<file path="src/rtl/nibble_arbiter_pkg.sv">
// nibble_arbiter_pkg
// Shared definitions for the nibble arbiter:
//   state_t          - arbiter FSM state encoding
//   HOLD_CYCLES_MIN  - smallest legal grant hold length after load
package nibble_arbiter_pkg;

  typedef enum logic [1:0] {
    ST_IDLE = 2'd0,
    ST_LOAD = 2'd1,
    ST_HOLD = 2'd2,
    ST_DONE = 2'd3
  } state_t;

  localparam int HOLD_CYCLES_MIN = 1;

endpackage

</file>
<file path="src/rtl/lib_reg.sv">
// lib_reg
// Generic enable register with reset and clear, both synchronous.
// Ports:
//   clock  - clock, rising edge
//   reset  - synchronous reset to zero (highest priority)
//   clear  - synchronous clear to zero
//   en     - load enable
//   d      - data in
//   q      - registered data out
module lib_reg #(
  parameter int WIDTH = 4
) (
  input  logic             clock,
  input  logic             reset,
  input  logic             clear,
  input  logic             en,
  input  logic [WIDTH-1:0] d,
  output logic [WIDTH-1:0] q
);

  logic [WIDTH-1:0] q_reg;

  always_ff @(posedge clock) begin
    if (reset || clear) begin
      q_reg <= '0;
    end else if (en) begin
      q_reg <= d;
    end
  end

  assign q = q_reg;

endmodule

</file>
<file path="src/rtl/nibble_arbiter_rr_picker.sv">
// rr_picker
// Combinational round-robin selector: returns the first set request bit at
// or above pointer, wrapping modulo N.
// Ports:
//   req     - request vector
//   pointer - index with highest priority
//   index   - selected requester (0 when valid is low)
//   valid   - at least one request is set
module rr_picker
  import nibble_arbiter_pkg::*;
#(
  parameter int N = 4
) (
  input  logic [N-1:0]         req,
  input  logic [$clog2(N)-1:0] pointer,
  output logic [$clog2(N)-1:0] index,
  output logic                 valid
);

  localparam int IW  = $clog2(N);
  localparam int IW1 = IW + 1;

  // rot[k] is the request at distance k from the pointer; rot_idx[k] is its
  // absolute index. One extra bit on the sum avoids overflow before the wrap.
  logic [N-1:0]  rot;
  logic [IW-1:0] rot_idx [N];

  for (genvar gi = 0; gi < N; gi++) begin : g_rot
    logic [IW:0]   sum;
    logic [IW-1:0] idx;
    assign sum         = {1'b0, pointer} + IW1'(gi);
    assign idx         = (sum >= IW1'(N)) ? IW'(sum - IW1'(N)) : IW'(sum);
    assign rot[gi]     = req[idx];
    assign rot_idx[gi] = idx;
  end

  // Scan from farthest to nearest so the nearest set bit wins.
  always_comb begin
    index = '0;
    valid = |req;
    for (int k = N - 1; k >= 0; k--) begin
      if (rot[k]) begin
        index = rot_idx[k];
      end
    end
  end

endmodule

</file>
<file path="src/rtl/nibble_arbiter.sv">
// nibble_arbiter
// Round-robin arbiter granting one requester at a time ownership of a shared
// WIDTH-bit register. A grant runs LOAD -> HOLD (HOLD_CYCLES cycles) -> DONE,
// followed by one IDLE cycle before the next arbitration.
// Optional build macro NIBBLE_ARBITER_STATS_EN adds a saturating 16-bit count
// of completed transactions on port grant_count.
// Ports:
//   clock       - clock, rising edge
//   reset       - synchronous active-high reset
//   req         - per-requester request level
//   req_data    - per-requester data, requester i at [i*WIDTH +: WIDTH]
//   gnt         - one-hot grant to the current owner, zero when idle
//   done        - one-cycle completion pulse to the owner
//   shared_q    - shared register contents
//   owner       - index of the last-granted requester
//   busy        - high whenever the FSM is not idle
//   grant_count - (stats build only) completed transaction count
module nibble_arbiter
  import nibble_arbiter_pkg::*;
#(
  parameter int REQUESTERS  = 4,
  parameter int WIDTH       = 4,
  parameter int HOLD_CYCLES = 2
) (
  input  logic                          clock,
  input  logic                          reset,
  input  logic [REQUESTERS-1:0]         req,
  input  logic [REQUESTERS*WIDTH-1:0]   req_data,
  output logic [REQUESTERS-1:0]         gnt,
  output logic [REQUESTERS-1:0]         done,
  output logic [WIDTH-1:0]              shared_q,
  output logic [$clog2(REQUESTERS)-1:0] owner,
  output logic                          busy
`ifdef NIBBLE_ARBITER_STATS_EN
  ,
  output logic [15:0]                   grant_count
`endif
);

  localparam int IW = $clog2(REQUESTERS);
  // Out-of-range hold lengths are clamped to the legal minimum.
  localparam int HOLD_EFF = (HOLD_CYCLES < HOLD_CYCLES_MIN) ? HOLD_CYCLES_MIN : HOLD_CYCLES;
  localparam int CW = (HOLD_EFF > 1) ? $clog2(HOLD_EFF) : 1;

  state_t        state_reg, state_next;
  logic [IW-1:0] owner_reg, owner_next;
  logic [IW-1:0] pointer_reg, pointer_next;
  logic [CW-1:0] count_reg, count_next;

  logic [IW-1:0]         pick_index;
  logic                  pick_valid;
  logic [REQUESTERS-1:0] owner_hot;
  logic [IW-1:0]         pointer_wrap;
  logic [WIDTH-1:0]      load_data;

  rr_picker #(.N(REQUESTERS)) u_picker (
    .req     (req),
    .pointer (pointer_reg),
    .index   (pick_index),
    .valid   (pick_valid)
  );

  for (genvar gi = 0; gi < REQUESTERS; gi++) begin : g_hot
    assign owner_hot[gi] = (owner_reg == IW'(gi));
  end

  assign pointer_wrap = (owner_reg == IW'(REQUESTERS - 1)) ? '0 : owner_reg + IW'(1);

  always_comb begin
    load_data = '0;
    for (int i = 0; i < REQUESTERS; i++) begin
      if (owner_reg == IW'(i)) begin
        load_data = req_data[i*WIDTH +: WIDTH];
      end
    end
  end

  always_ff @(posedge clock) begin
    if (reset) begin
      state_reg   <= ST_IDLE;
      owner_reg   <= '0;
      pointer_reg <= '0;
      count_reg   <= '0;
    end else begin
      state_reg   <= state_next;
      owner_reg   <= owner_next;
      pointer_reg <= pointer_next;
      count_reg   <= count_next;
    end
  end

  always_comb begin
    state_next   = state_reg;
    owner_next   = owner_reg;
    pointer_next = pointer_reg;
    count_next   = count_reg;
    case (state_reg)
      ST_IDLE: begin
        if (pick_valid) begin
          owner_next = pick_index;
          state_next = ST_LOAD;
        end
      end
      ST_LOAD: begin
        count_next = CW'(HOLD_EFF - 1);
        state_next = ST_HOLD;
      end
      ST_HOLD: begin
        if (count_reg == '0) begin
          state_next = ST_DONE;
        end else begin
          count_next = count_reg - CW'(1);
        end
      end
      ST_DONE: begin
        pointer_next = pointer_wrap;
        state_next   = ST_IDLE;
      end
      default: state_next = ST_IDLE;
    endcase
  end

  // The library register's own reset is unused; clearing through the
  // synchronous clear input keeps the whole block synchronously reset.
  lib_reg #(.WIDTH(WIDTH)) u_shared (
    .clock (clock),
    .reset (1'b0),
    .clear (reset),
    .en    (state_reg == ST_LOAD),
    .d     (load_data),
    .q     (shared_q)
  );

  assign busy  = (state_reg != ST_IDLE);
  assign gnt   = busy ? owner_hot : '0;
  assign done  = (state_reg == ST_DONE) ? owner_hot : '0;
  assign owner = owner_reg;

`ifdef NIBBLE_ARBITER_STATS_EN
  logic [15:0] grant_count_reg;

  always_ff @(posedge clock) begin
    if (reset) begin
      grant_count_reg <= '0;
    end else if (state_reg == ST_DONE && grant_count_reg != 16'hFFFF) begin
      grant_count_reg <= grant_count_reg + 16'd1;
    end
  end

  assign grant_count = grant_count_reg;
`endif

endmodule

</file>
<file path="config.mk">
export PLATFORM = sky130hd
export DESIGN_NAME = nibble_arbiter
export DESIGN_NICKNAME = d
export VERILOG_FILES = /design/src/rtl/nibble_arbiter_pkg.sv /design/src/rtl/lib_reg.sv /design/src/rtl/nibble_arbiter_rr_picker.sv /design/src/rtl/nibble_arbiter.sv
export SDC_FILE = /design/constraint.sdc
export NUM_CORES = 1
export LEC_CHECK = 0
export CORE_UTILIZATION = 40
export DETAILED_ROUTE_END_ITERATION = 10
export PLACE_DENSITY = 0.78
export SYNTH_ARGS = -nofsm -noshare
export SYNTH_HDL_FRONTEND = slang
export SYNTH_SLANG_ARGS = --single-unit
</file>
<file path="constraint.sdc">
create_clock -name clock -period 1.89 [get_ports clock]
set_input_delay 0.4725 -clock clock [delete_from_list [all_inputs] [get_ports clock]]
set_output_delay 0.4725 -clock clock [all_outputs]
set_load 0.1 [all_outputs]
</file>
; ---- After elaboration in Yosys (flattened, before gate mapping)
; Index checks and enable logic that the tools add are counted.
[classes]
reduce_logical = 7
n_div = 0
shifts = 0
n_bitwise = 0
n_lt_le_gt_ge = 8
eq_ne = 8
mul = 0
muxes = 28
add_sub_neg = 9
[ops]
columns = op, n
row1 = 2-to-1 mux 4 bit, 6
row2 = 2-to-1 mux 2 bit, 11
row3 = "less-than comparator 2 x 3 -> 1 bit, second input constant", 4
row4 = ">= comparator 3 bit, second input constant", 3
row5 = binary-select mux 1 bit (select 2 bit), 4
row6 = "equality test 2 bit, second input constant", 4
row7 = case mux 2 bit (4 select lines), 1
row8 = "subtractor 2 x 1 -> 2 bit, second input constant", 4
row9 = "adder 2 x 2 -> 3 bit, second input constant", 2
row10 = 2-to-1 mux 1 bit, 5
row11 = "equality test 2 x 1 -> 1 bit, second input constant", 2
row12 = logical NOT 2 bit, 2
row13 = "!= test 2 bit, second input constant", 2
row14 = AND reduction 2 bit, 2
row15 = nonzero test 2 bit, 2
row16 = OR reduction 4 bit, 1
row17 = "adder 2 x 1 -> 3 bit, second input constant", 1
row18 = ">= comparator 2 x 3 -> 1 bit, second input constant", 1
row19 = "adder 2 x 1 -> 2 bit, second input constant", 1
row20 = case mux 1 bit (2 select lines), 1
row21 = "subtractor 1 bit, second input constant", 1
[word_totals]
mem_bits_rw = 0
ff_bits = 11
latch_bits = 0
elab_cells = 65
rom_bits = 0
n_memories = 0
output_inout_bits = 15

; ---- Depth between registers and ports, before layout
; Gate-level depths: netlist (run 1).
[depth]
word_depth = 9
ltp_mapped = 6

; ---- Modules after synthesis
; A second synthesis (run 1) with hierarchy kept.
[hier_totals]
cells_unflattened = 98
hier_area_um2 = 815.8
[by_module_without_submodules]
columns = module, seq_area_each_um2, cells_each, n_inst, area_per_inst_um2
row1 = nibble_arbiter, 140.1, 72, 1, 593.1
row2 = lib_reg, 80.1, 13, 1, 145.1
row3 = rr_picker, 0.0, 13, 1, 77.6

; ---- Worst setup path before layout (run 1)
; OpenSTA, ideal clock, no wires.
[synth_path]
kind = reg-to-output
start = register owner_reg[0] (netlist: owner[0])
end = output port gnt[3]
setup_slack_ns = -1.537
stages_incl_launch_ff = 4
arrival_ns = 2.955
n_path_buf = 1
cell_sequence = dfxtp_1 > ha_1 > clkbuf_1 > nor2b_1
[synth_between]
elab_chain_cells = 2
[synth_rtl]
columns = item, line
row1 = "start, declared", nibble_arbiter.sv:46  ; logic [IW-1:0] owner_reg, owner_next;
row2 = "start signal, assigned", nibble_arbiter.sv:86  ; owner_reg <= owner_next;
row3 = equality test 2 bit, nibble_arbiter.sv:64  ; assign owner_hot[gi] = (owner_reg == IW'(gi));
row4 = 2-to-1 mux 4 bit, nibble_arbiter.sv:135  ; assign gnt = busy ? owner_hot : '0;
row5 = "end, declared", nibble_arbiter.sv:29  ; output logic [REQUESTERS-1:0] gnt,
; No other way between the ends.

; ---- Final worst setup path (run 1)
[layout_path]
start = register owner_reg[0] (netlist: owner[0])
end = output port gnt[2]
; Same word-level chain as after synthesis.

==> flow_summary.json, run 1 <==
{
  "report.final.hold_viol_count": 0,
  "initialDrtViolationCount": 14,
  "gpl.final_weighted_congestion": 0.7727,
  "setup_violations": 0,
  "grt_antenna_before_repair": 0,
  "yosysWarnings": 0,
  "commonest_non_fill_non_tap_cells_in_the_layout": "clkdlybuf4s50_1, buf_12, inv_1, nor2_1, dfxtp_1",
  "power.ir.vdd_worst_v": 0.001377,
  "grt_use_total_pct": 20.62,
  "pin_count": 37,
  "timing.critical_path.arrival_ns": 1.39,
  "postSynthCellCount": 95,
  "clock_sinks": 11,
  "grt_max_degree": 11,
  "slew_hr_pct": 61.11,
  "holdCritPathClass": "reg -> reg",
  "cts_tree": "built",
  "worst_skew_pair.late_latency_ns": 0.27,
  "num_antenna_cells": 0,
  "floorplan.core_area_sq_mm": 0.001821,
  "routed-via-count": 828,
  "yosys_most_used_dff": "dfxtp_1",
  "placement_rows": 15,
  "mapped_nets": 125,
  "post-route-period-util_pct": 98.76,
  "final_common_cell": "clkdlybuf4s50_1",
  "fin_tns_setup_ns": 0,
  "htree_num_levels": 1,
  "post_route_cells_drive_above_1_share_pct": 30.08,
  "outcome": "completed",
  "period_needed_ns": 1.867,
  "asyncSetResetFlopFracSynth_pct": 0,
  "multi_input_area_sq_um": 583.1,
  "worst-setup-path-type": "reg -> out",
  "cp_data_required_time_ns": 1.42,
  "end_kind": "output port",
  "design.final.nets": 164,
  "power.density_cell_area_mw_per_mm2": 1525,
  "drcViolationCount": 0,
  "seq_area_frac_synth_pct": 27.16,
  "synth_enable_flop_cells": 0,
  "finalCoreUtilization_pct": 79.04,
  "cts.hold.buffers_added": 0,
  "route.detailed.wl_per_inst_microns": 13.84,
  "post-cts-setup-buffer-count": 0,
  "worst_pin_slew_ns": 0.5758,
  "chipWidth_microns": 47.02,
  "grt_setup_unrepaired": "true",
  "die_area_sq_mm": 0.002211,
  "worst_clock_skew_ns": 0.004065,
  "hpwl_microns": 1607,
  "start_util_pct": 44.54,
  "areaGrowthSynthToFinish_pct": 77.47,
  "critPathLaunchType": "flip-flop",
  "detailedRoute.firstPassIterationCount": 4,
  "clk_root_buffer_cell": "clkbuf_4",
  "totalWireLength_microns": 2186,
  "drt-vias-per-instance": 5.241,
  "grt_first_pass_wirelength_microns": 3125,
  "power_leakage_nw": 0.5501,
  "route.antenna.remaining_nets": 0,
  "synthesis.area_sq_um": 810.8,
  "sequential_cell_area_sq_um": 227.7,
  "port_buffers": 36,
  "timing.max_cap.violations": 0,
  "timing.final.max_slew_violations": 0,
  "largest_reg_flops": 4,
  "cp_max_fo": 10,
  "postSynthRegisterBits": 11,
  "synth.distinct_cells": 24,
  "grt_pass1_vias": 691,
  "synthesis.area_per_instance_sq_um": 8.535,
  "cts-buffers-inserted": 3,
  "max_freq_mhz": 535.8,
  "clkSlewWorstSetupHoldPaths_ns": 0.07,
  "fillers": 112,
  "cts_buffer_depth": 2,
  "vertical_die_dimension_microns": 47.02,
  "grt_remaining_overflow": 0
}
## per-stage QoR
step                cells  worst slack (ns)  hold slack, ns  cell area (sq um)  total power, mW
floorplan              95           -0.1791          0.4566              853.3            1.442
global placement      154            0.1066          0.4642               1390            1.947
detailed placement    154           0.02597          0.4752               1390            1.979
CTS                   158           0.01508          0.4817               1426            2.164
global route          158          -0.05298          0.5263               1439            2.298
finish                158           0.02348          0.4837               1439            2.194
## layer usage
metal,vias up,routed length (microns),track usage (%)
met3,6,157,3.846
met1,371,987,25.06
met4,0,44,12.57
met2,38,997,33.61
li1,413,-,-
met5,-,0,0
## area by class of cell
cell class / instances / area share (%)
Inverter: 10 / 2.609
Timing Repair Buffer: 39 / 37.04
Multi-Input combinational cell: 69 / 40.52
Tap cell: 25 / 2.174
Clock buffer: 4 / 1.826
Sequential cell: 11 / 15.83
## worst paths after layout
| kind | start | end | slack [ns] | cells past startpoint |
|---|---|---|---|---|
| max | owner[0]$_SDFFE_PP0P_ | gnt[2] | 0.02 | 4 |
| min | count_reg$_SDFFE_PP0P_ | count_reg$_SDFFE_PP0P_ | 0.48 | 2 |
| max reg2reg | owner[1]$_SDFFE_PP0P_ | u_shared.q[1]$_SDFFE_PP0N_ | 0.34 | 5 |
| min reg2reg | count_reg$_SDFFE_PP0P_ | count_reg$_SDFFE_PP0P_ | 0.48 | 2 |
## timing repair
action,CTS,global route
hold endpoints to repair,0,0
setup endpoints to repair,8,8
cloned,0,0
resized for setup,4,2
## where the power goes
part           switching, mW  total, mW  internal, mW
clock                 0.0808      0.163        0.0817
sequential            0.0834      0.398         0.314
combinational          0.989       1.63         0.645
total                   1.15       2.19          1.04
## cells by family after synthesis
group,count (synthesis),share of synthesized area [%]
AOI/OAI and AO/OA,22,23.92
muxes,4,4.938
buffers and inverters,15,8.024
DFF,11,27.16
and+or+nand+nor,35,23.61
adders and majority gates,8,12.35
## worst max-delay path, stage by stage, from the launching register on
cell and delay (ns):
dfxtp_4 0.37, inv_1 0.09, ha_2 0.29, nor2b_4 0.20
buf_12 0.18
## synthesized netlist by cell type (2+ instances only)
master / n / share of area, %
ha_1: 8 / 12
o41ai_1: 2 / 2.2
and2_1: 4 / 3.1
a311oi_2: 4 / 7.4
dfxtp_1: 11 / 27
a21oi_1: 6 / 3.7
nand2b_1: 4 / 3.1
nor2b_1: 6 / 4.6
nor2_1: 9 / 4.2
inv_1: 10 / 4.6
nand2_1: 5 / 2.3
buf_1: 2 / 0.93
mux2i_1: 4 / 4.9
a221o_1: 4 / 4.9
nand3b_1: 6 / 5.6
a211oi_1: 2 / 1.9
(Power assumes the default switching activity.)
==> run 2, diff against run 1 <==
--- a/config.mk
+++ b/config.mk
@@ -5,9 +5,12 @@
 export SDC_FILE = /design/constraint.sdc
 export NUM_CORES = 1
 export LEC_CHECK = 0
-export CORE_UTILIZATION = 40
+export CELL_PAD_IN_SITES_DETAIL_PLACEMENT = 1
+export CELL_PAD_IN_SITES_GLOBAL_PLACEMENT = 2
+export CORE_UTILIZATION = 22
 export DETAILED_ROUTE_END_ITERATION = 10
-export PLACE_DENSITY = 0.78
+export PLACE_DENSITY_LB_ADDON = 0.1
+export REMOVE_ABC_BUFFERS = 1
 export SYNTH_ARGS = -nofsm -noshare
 export SYNTH_HDL_FRONTEND = slang
 export SYNTH_SLANG_ARGS = --single-unit
==> flow_summary.json, run 2 (same netlist as run 1, synthesis figures left out) <==
{
  "outcome": "completed",
  "critPathLaunchType": "flip-flop",
  "grt_first_pass_wirelength_microns": 4436,
  "htree_num_levels": 1,
  "seqPwrFrac_pct": 17.4,
  "power.net_switching_mw": 1.165,
  "clkSlewWorstSetupHoldPaths_ns": 0.06,
  "timing.max_cap.violations": 0,
  "grt_max_degree": 11,
  "setup_violations": 0,
  "power.share.switching_pct": 50.85,
  "cts_buffer_depth": 2,
  "worst_skew_pair.late_latency_ns": 0.24,
  "power_leakage_nw": 0.5670,
  "placement_rows": 21,
  "combPwrFrac_pct": 72.2,
  "report.final.hold_viol_count": 0,
  "end_kind": "output port",
  "initialDrtViolationCount": 18,
  "grt_antenna_before_repair": 0,
  "grt_remaining_overflow": 0,
  "power.clock.fraction_pct": 10.4,
  "cp_data_required_time_ns": 1.42,
  "timing.final.max_slew_violations": 0,
  "totalWireLength_microns": 2609,
  "gpl.final_weighted_congestion": 0.7062,
  "worst_clock_skew_ns": 0.006450,
  "holdCritPathClass": "reg -> reg",
  "floorplan.core_area_sq_mm": 0.003442,
  "route.antenna.remaining_nets": 0,
  "dp_worst_setup_slack_ns": 0.08822,
  "pin_count": 37,
  "chipWidth_microns": 62.71,
  "worst_pin_slew_ns": 0.3461,
  "die_area_sq_mm": 0.003932,
  "timing.critical_path.arrival_ns": 1.34,
  "cts.repair.resized": 8,
  "vertical_die_dimension_microns": 62.71,
  "finalCoreUtilization_pct": 43.40,
  "routed-via-count": 853,
  "final_critical_path_setup_slack_ns": 0.07332,
  "post_route_cells_drive_above_1_share_pct": 27.94,
  "route.detailed.wl_per_inst_microns": 14.34,
  "cts.hold.buffers_added": 0,
  "hpwl_microns": 2073,
  "fillers": 381,
  "period_needed_ns": 1.817,
  "num_antenna_cells": 0,
  "design.final.nets": 167,
  "grt_setup_unrepaired": "false",
  "clk_root_buffer_cell": "clkbuf_8",
  "commonest_non_fill_non_tap_cells_in_the_layout": "clkdlybuf4s50_1, buf_12, inv_1, nor2_1, dfxtp_1",
  "power.ir.vdd_worst_v": 0.0008836,
  "total_power_mw": 2.291,
  "final_common_cell": "clkdlybuf4s50_1",
  "grt_pass1_vias": 881,
  "start_util_pct": 23.56,
  "post-cts-setup-buffer-count": 0,
  "largest_reg_flops": 4,
  "clock_sinks": 11,
  "cts_tree": "built",
  "drcViolationCount": 0,
  "port_buffers": 36,
  "p_int_mw": 1.126,
  "detailedRoute.firstPassIterationCount": 4,
  "areaGrowthSynthToFinish_pct": 84.26,
  "power.density_cell_area_mw_per_mm2": 1534,
  "post_dp_cell_area_sq_mm": 0.001396,
  "final_design_area_no_fill_sq_mm": 0.001494,
  "cts-buffers-inserted": 3,
  "cp_max_fo": 10,
  "max_freq_mhz": 550.5,
  "drt-vias-per-instance": 4.687,
  "grt_use_total_pct": 14.31,
  "worst-setup-path-type": "reg -> out",
  "post-route-period-util_pct": 96.12,
  "slew_hr_pct": 76.62
}
## run 2: cell count changes in the layout (fill, tap and decap cells not counted), moves of 2 or more
cell and change:
dfxtp_4 -2, ha_4 +2, nor2b_2 +4, dfxtp_2 +2, nor2b_4 -4, and2_2 -4
ha_2 -3, clkbuf_8 +3, buf_4 +3, clkbuf_4 -3, and2_1 +4
## run 2: worst paths after layout
kind	cells after the start	end	from	slack, ns
max	4	gnt[1]	owner[1]$_SDFFE_PP0P_	0.07
min	2	count_reg$_SDFFE_PP0P_	count_reg$_SDFFE_PP0P_	0.50
max reg2reg	5	u_shared.q[2]$_SDFFE_PP0N_	owner[0]$_SDFFE_PP0P_	0.29
min reg2reg	2	count_reg$_SDFFE_PP0P_	count_reg$_SDFFE_PP0P_	0.50
## run 2: layer usage
metal / vias to the layer above / routed length, microns / GRT usage (%)
met1: 408 / 1232 / 19.65
met5: - / 0 / 0
met2: 26 / 1217 / 22.01
met3: 2 / 145 / 4.380
li1: 417 / - / -
met4: 0 / 14 / 2.616
## run 2: per-stage QoR
stage                     setup TNS, ns  cells  hold slack, ns
after global placement                0    178          0.4794
after CTS                             0    182          0.4976
after floorplan                  -9.386     90          0.4546
final                                 0    182          0.4985
after detailed placement              0    178          0.4890
after global routing                  0    182          0.5061
## run 2: power by group through the flow
stage                     clock [mW]  sequential [mW]  combinational, mW
after floorplan                    0            0.674              0.697
after global placement             0            0.396               1.56
after detailed placement           0            0.399               1.58
after CTS                      0.244            0.396               1.62
after global routing           0.256            0.409               1.75
final                          0.239            0.398               1.65
## run 2: area by class of cell
| cell class | count | area [sq um] | share of cell area (%) |
|---|---|---|---|
| inverter | 10 | 37.54 | 2.513 |
| sequential | 11 | 222.7 | 14.91 |
| multi-input combinational | 69 | 575.6 | 38.53 |
| clock buffer | 4 | 45.04 | 3.015 |
| tap | 46 | 57.56 | 3.853 |
| timing repair buffer | 42 | 555.5 | 37.19 |
## run 2: critical path: stages (launching register included)
cell,delay (ns)
dfxtp_2,0.36
inv_1,0.15
ha_4,0.21
nor2b_2,0.20
buf_12,0.19
